[src/rtl/mem_block_ctrl_if.sv]
// mem_block_ctrl_if: cache-side request/response plus backing-memory beat port
// of the block memory controller.
interface mem_block_ctrl_if #(
    parameter int ADDR_BITS  = 32,
    parameter int WORD_BITS  = 32,
    parameter int BLOCK_BITS = 128
);
    logic                  req_valid;
    logic                  req_rw;
    logic [ADDR_BITS-1:0]  req_addr;
    logic [BLOCK_BITS-1:0] req_data;
    logic                  res_ready;
    logic [BLOCK_BITS-1:0] res_data;
    logic                  mem_valid;
    logic                  mem_we;
    logic [ADDR_BITS-1:0]  mem_addr;
    logic [WORD_BITS-1:0]  mem_wdata;
    logic                  mem_ack;
    logic [WORD_BITS-1:0]  mem_rdata;
    logic                  proto_err;

    modport slave (
        input  req_valid, req_rw, req_addr, req_data, mem_ack, mem_rdata,
        output res_ready, res_data, mem_valid, mem_we, mem_addr, mem_wdata, proto_err
    );

    modport master (
        output req_valid, req_rw, req_addr, req_data, mem_ack, mem_rdata,
        input  res_ready, res_data, mem_valid, mem_we, mem_addr, mem_wdata, proto_err
    );
endinterface

[src/rtl/mem_block_ctrl.sv]
// mem_block_ctrl: serialises block read/write-back requests into word beats on a
// valid/ack backing-memory port and returns a one-cycle completion pulse.
module mem_block_ctrl #(
    parameter int ADDR_BITS  = 32,
    parameter int WORD_BITS  = 32,
    parameter int BLOCK_BITS = 128
) (
    input logic             clk,
    input logic             rst,
    mem_block_ctrl_if.slave bus
);
    localparam int BEATS = BLOCK_BITS / WORD_BITS;
    localparam int BW    = BEATS > 1 ? $clog2(BEATS) : 1;
    localparam logic [ADDR_BITS-1:0] OFF_MASK  = ADDR_BITS'(BLOCK_BITS / 8 - 1);
    localparam logic [ADDR_BITS-1:0] WORD_STEP = ADDR_BITS'(WORD_BITS / 8);
    localparam logic [BW-1:0]        LAST_BEAT = BW'(BEATS - 1);

    typedef enum logic [1:0] {IDLE, XFER, DONE} state_t;

    state_t                          state;
    logic                            rw;
    logic [BW-1:0]                   beat;
    logic [BW-1:0]                   beat_nx;
    logic [BEATS-1:0][WORD_BITS-1:0] blk;
    logic [BEATS-1:0][WORD_BITS-1:0] blk_nx;
    logic [BEATS-1:0][WORD_BITS-1:0] req_words;

    assign req_words = bus.req_data;
    assign beat_nx   = beat + BW'(1);

    // Block with the current beat's read word merged in, so the last beat can go straight to res_data.
    always_comb begin
        blk_nx = blk;
        if (!rw) blk_nx[beat] = bus.mem_rdata;
    end

    always_ff @(posedge clk) begin
        if (!rst) begin
            state         <= IDLE;
            rw            <= 1'b0;
            beat          <= '0;
            blk           <= '0;
            bus.res_ready <= 1'b0;
            bus.res_data  <= '0;
            bus.mem_valid <= 1'b0;
            bus.mem_we    <= 1'b0;
            bus.mem_addr  <= '0;
            bus.mem_wdata <= '0;
            bus.proto_err <= 1'b0;
        end else begin
            bus.res_ready <= 1'b0;
            case (state)
                IDLE, DONE: begin
                    // A new request is accepted in DONE too, so a refill can follow a write-back back to back.
                    if (bus.req_valid) begin
                        state         <= XFER;
                        rw            <= bus.req_rw;
                        beat          <= '0;
                        blk           <= req_words;
                        bus.mem_valid <= 1'b1;
                        bus.mem_we    <= bus.req_rw;
                        bus.mem_addr  <= bus.req_addr & ~OFF_MASK;
                        bus.mem_wdata <= req_words[0];
                    end else begin
                        state <= IDLE;
                    end
                end
                XFER: begin
                    if (bus.req_valid) bus.proto_err <= 1'b1;
                    if (bus.mem_ack) begin
                        blk <= blk_nx;
                        if (beat == LAST_BEAT) begin
                            state         <= DONE;
                            bus.mem_valid <= 1'b0;
                            bus.res_ready <= 1'b1;
                            bus.res_data  <= blk_nx;
                        end else begin
                            beat          <= beat_nx;
                            bus.mem_addr  <= bus.mem_addr + WORD_STEP;
                            bus.mem_wdata <= blk_nx[beat_nx];
                        end
                    end
                end
                default: state <= IDLE;
            endcase
        end
    end
endmodule

[src/flat_wrapper.sv]
// flat-port wrapper written by rule: the top's interface ports become plain ports
module mem_block_ctrl_flat 
#(
    parameter int ADDR_BITS  = 32,
    parameter int WORD_BITS  = 32,
    parameter int BLOCK_BITS = 128
)
  (clk, rst, bus_req_valid, bus_req_rw, bus_req_addr, bus_req_data, bus_mem_ack, bus_mem_rdata, bus_res_ready, bus_res_data, bus_mem_valid, bus_mem_we, bus_mem_addr, bus_mem_wdata, bus_proto_err);
  mem_block_ctrl_if #(.ADDR_BITS(ADDR_BITS), .WORD_BITS(WORD_BITS), .BLOCK_BITS(BLOCK_BITS)) bus_i ();
  input logic clk;
  input logic rst;
  input wire logic [$bits(bus_i.req_valid)-1:0] bus_req_valid;
  input wire logic [$bits(bus_i.req_rw)-1:0] bus_req_rw;
  input wire logic [$bits(bus_i.req_addr)-1:0] bus_req_addr;
  input wire logic [$bits(bus_i.req_data)-1:0] bus_req_data;
  input wire logic [$bits(bus_i.mem_ack)-1:0] bus_mem_ack;
  input wire logic [$bits(bus_i.mem_rdata)-1:0] bus_mem_rdata;
  output wire logic [$bits(bus_i.res_ready)-1:0] bus_res_ready;
  output wire logic [$bits(bus_i.res_data)-1:0] bus_res_data;
  output wire logic [$bits(bus_i.mem_valid)-1:0] bus_mem_valid;
  output wire logic [$bits(bus_i.mem_we)-1:0] bus_mem_we;
  output wire logic [$bits(bus_i.mem_addr)-1:0] bus_mem_addr;
  output wire logic [$bits(bus_i.mem_wdata)-1:0] bus_mem_wdata;
  output wire logic [$bits(bus_i.proto_err)-1:0] bus_proto_err;
  assign bus_i.req_valid = bus_req_valid;
  assign bus_i.req_rw = bus_req_rw;
  assign bus_i.req_addr = bus_req_addr;
  assign bus_i.req_data = bus_req_data;
  assign bus_i.mem_ack = bus_mem_ack;
  assign bus_i.mem_rdata = bus_mem_rdata;
  assign bus_res_ready = bus_i.res_ready;
  assign bus_res_data = bus_i.res_data;
  assign bus_mem_valid = bus_i.mem_valid;
  assign bus_mem_we = bus_i.mem_we;
  assign bus_mem_addr = bus_i.mem_addr;
  assign bus_mem_wdata = bus_i.mem_wdata;
  assign bus_proto_err = bus_i.proto_err;
  mem_block_ctrl #(.ADDR_BITS(ADDR_BITS), .WORD_BITS(WORD_BITS), .BLOCK_BITS(BLOCK_BITS)) u_core (.clk(clk), .rst(rst), .bus(bus_i));
endmodule
[config.mk]
export PLATFORM = sky130hd
export DESIGN_NAME = mem_block_ctrl_flat
export DESIGN_NICKNAME = d
export VERILOG_FILES = /design/src/rtl/mem_block_ctrl_if.sv /design/src/rtl/mem_block_ctrl.sv /design/src/flat_wrapper.sv
export SDC_FILE = /design/constraint.sdc
export NUM_CORES = 1
export LEC_CHECK = 0
export ABC_AREA = 1
export CAP_MARGIN = 20
export CORE_AREA = 2 2 195 197
export DETAILED_ROUTE_END_ITERATION = 6
export DIE_AREA = 0 0 197 199
export PLACE_DENSITY_LB_ADDON = 0.12
export SLEW_MARGIN = 20
export SYNTH_ARGS = -nofsm -noshare
export SYNTH_HDL_FRONTEND = slang
export SYNTH_SLANG_ARGS = --single-unit
[constraint.sdc]
create_clock -name clk -period 2.7 [get_ports clk]
set_clock_uncertainty 0.15 [all_clocks]
set_input_delay 0.27 -clock clk [delete_from_list [all_inputs] [get_ports clk]]
set_output_delay 0.27 -clock clk [all_outputs]
set_load 0.05 [all_outputs]
==> summary.md <==
| Metric | Value |
|---|---|
| Post-synth EDFFs | `0` |
| Initial antenna violation count | `1` |
| Mapped Area | `16,500 um^2` |
| Worst ir drop on vdd | `0.390 mV` |
| Die area | `39,200 um^2` |
| Cell Rows | `71` |
| Die H | `199 um` |
| Post-Synthesis Cells | `2,407` |
| Critical path class | `flop to flop` |
| Most frequent cell after synthesis | `nand2_1` |
| CTS root buffer | `clkbuf_16` |
| Final wirelength | `66.1 mm` |
| Hold Crit Class | `primary input to flop` |
| Largest net degree at the start of global routing | `161` |
| Critical Path AT | `2.59 ns` |
| Ys Warns | `0` |
| Count of final setup violators | `0` |
| Seq/Total Area, Yosys | `39.7%` |
| Placeable core area | `37,100 um^2` |
| Post-route DRC | `0` |
| Hold-fix buffers, CTS | `0` |
| Slew headroom | `44.6%` |
| Outcome | `finished clean` |
| Synth Area in Simple Gates | `23.9%` |
| Predominant post-synthesis flop cell | `dfxtp_1` |
| Layout area overhead | `32.5%` |
| CTS tree | `done` |
| First-pass GRT wire length | `98.1 mm` |
| Clk pin slew, worst setup/hold paths | `0.06 ns` |
| Top-Level Pins | `393` |
| Worst R2R Setup Slack | `0.37 ns` |
| Hold_ws | `0.103 ns` |
| Synth top area cells | `dfxtp_1 40%, nand2_1 14%, o21ai_0 10%, a21oi_1 6.4%, inv_1 4.1%` |
| Yosys top cell area share | `39.7%` |
| Main combinational cell family by area after synthesis | `compound AO/OA/AOI/OAI gates` |
| Post-DP HPWL | `46.9 mm` |
| Worst Setup EP | `u_core.bus.mem_wdata[28]` |
| Clock Latency Late Sink | `0.52 ns` |
| Yosys reg bits | `326` |
| Clock sinks | `326` |
| Post-synthesis xor/xnor area fraction | `0.0532%` |
| H-tree levels | `2` |
| Die X | `197 um` |
| Post-synthesis cell type count | `38` |
| Fin. Hold Viols | `0` |
| TritonRoute pass-1 iters | `6` |
| Setup bufs post-CTS | `0` |
| Critical R2R Launch | `u_core.beat[0]` |
| Tot GR Track Use | `32.5%` |
| Max-cap violations | `0` |
| Worst-margin pin slew | `0.830 ns` |
| Worst R2R End | `u_core.bus.mem_wdata[28]` |
| TritonCTS Buffers | `37` |
| Compound-Gate Fraction of Synth Area | `25.9%` |
| Startpoint class of the critical path | `flop` |
| Ratio of cells with drive above 1 in the final layout | `7.59%` |
| Fin nets | `2,889` |
| Starting Density | `44.3%` |
| Worst Reg-to-Reg Cells | `9` |
| Pleak | `8.94 nW` |
| Setup crit start | `u_core.beat[0]` |
| Starting DRT DRC Count | `1,512` |
| Slew Viols, Final | `0` |
| Asr flop ratio synth | `0%` |
| Crit. End Element | `flop` |
| Post-DRT Antenna Nets | `0` |
| Drt wl/cell | `20.7 um` |
| Pwr/cell area | `648 nW/um^2` |
| Fmax | `0.430 GHz` |
| Via count | `17,900` |
| Via density | `5.61` |
| Port Buffers | `386` |
| Mean post-synth cell area | `6.84 um^2` |
| Area leader, netlist | `dfxtp_1` |
| Post-synth top cells | `605 x nand2_1, 329 x o21ai_0, 326 x dfxtp_1` |
| Vias in the first global route | `16,600` |
| Min Tclk post-route | `2.33 ns` |
| N_diodes | `0` |
| Unrepaired setup endpoints after global routing | `no` |
| Critical path peak fanout | `28` |
| Post-synthesis mux area share | `0%` |
| Post-Synth Adder-Cell Area | `0.456%` |
| Critical Path RT | `2.97 ns` |
| CTS Buffer Depth | `3` |
| GP Congestion | `0.928` |
| Hold Path Depth | `4` |
| Cts repair resizes | `0` |
| Gr ovfl total | `0` |
| Tcrit/Tclk final | `86.1%` |
| Setup TNS | `0 ns` |
==> cell families after synthesis <==
logic type	count (synthesis)
xor+xnor	1
buf+inv	377
compound gates	771
fa+ha+maj	6
simple gates	925
flops	326
other cells	1
==> flip-flops by register name, indices dropped and copies added, names as in the netlist <==
name	cells
u_core.blk	128
u_core.bus.proto_err	1
u_core.bus.mem_valid	1
u_core.beat	2
u_core.bus.mem_wdata	32
u_core.state	2
u_core.bus.mem_addr	30
u_core.bus.res_data	128
u_core.bus.res_ready	1
u_core.bus.mem_we	1
==> routing by layer <==
metal / vias up / routed length [um] / track usage, %
li1: 8589 / - / -
met1: 8393 / 27200 / 41.0
met2: 741 / 30800 / 53.8
met3: 164 / 4740 / 5.41
met4: 2 / 3400 / 16.6
met5: - / 12 / 0
==> metrics by stage <==
stage	instances	power [mW]	area, um^2	utilization (%)	setup slack [ns]
global placement	3121	8.89	20500	55.3	0.416
CTS	3188	14.1	21800	58.7	0.376
global route	3188	14.7	21800	58.7	0.267
finish	3188	14.1	21800	58.7	0.375
detailed placement	3121	8.92	20500	55.3	0.415
floorplan	2408	7.57	16500	-	0.450
==> worst min-delay path by stage <==
stage                                    end                  from
floorplan               u_core.bus.proto_err         bus_req_valid
global placement        u_core.bus.proto_err  u_core.bus.proto_err
detailed placement      u_core.bus.proto_err  u_core.bus.proto_err
CTS                  u_core.bus.res_data[28]                   rst
global route        u_core.bus.mem_wdata[10]                   rst
finish              u_core.bus.mem_wdata[30]                   rst
==> cells in the final DEF (no fill, tap or decap), types with 2 or more instances in the layout <==
cell type	instances
nand2_1	604
clkdlybuf4s50_1	385
o21ai_0	329
dfxtp_1	325
a21oi_1	211
inv_1	179
nand3_1	102
nor2_1	95
a31oi_1	89
or2_2	72
o21ai_1	48
o221ai_1	39
clkbuf_16	39
buf_4	28
o21a_1	22
a211oi_1	20
or2_1	17
and2_1	16
buf_12	16
clkbuf_8	15
o21ai_2	9
ha_1	6
nand2_4	5
clkbuf_1	5
clkinv_2	5
inv_2	4
nand3b_1	3
nor2_4	2
inv_4	2
nor2_2	2
nor3_1	2
nand4_1	2
o31ai_1	2
conb_1	2
==> final cells by class <==
cell class	instances	area, um^2
clock buffer	59	1200
clock inverter	8	71.3
fill	3585	15300
inverter	186	703
multi-input combinational	1705	8320
sequential	326	6530
tap	474	593
timing repair buffer	430	4400
==> worst max-delay path, cell delays in order, from the launching register on <==
cell,delay (ns)
dfxtp_2,0.40
ha_1,0.21
nand2_4,0.21
buf_12,0.24
o21ai_0,0.52
nand2_1,0.13
nand3_1,0.11
nand2_1,0.10
nand2_1,0.07
a21oi_1,0.06
==> where the power goes <==
group	internal, mW	switching, mW
logic	1.21	2.30
registers	5.14	0.218
clock network	3.15	2.11
total	9.49	4.63
Note: power is estimated with default switching activity, not from simulation.
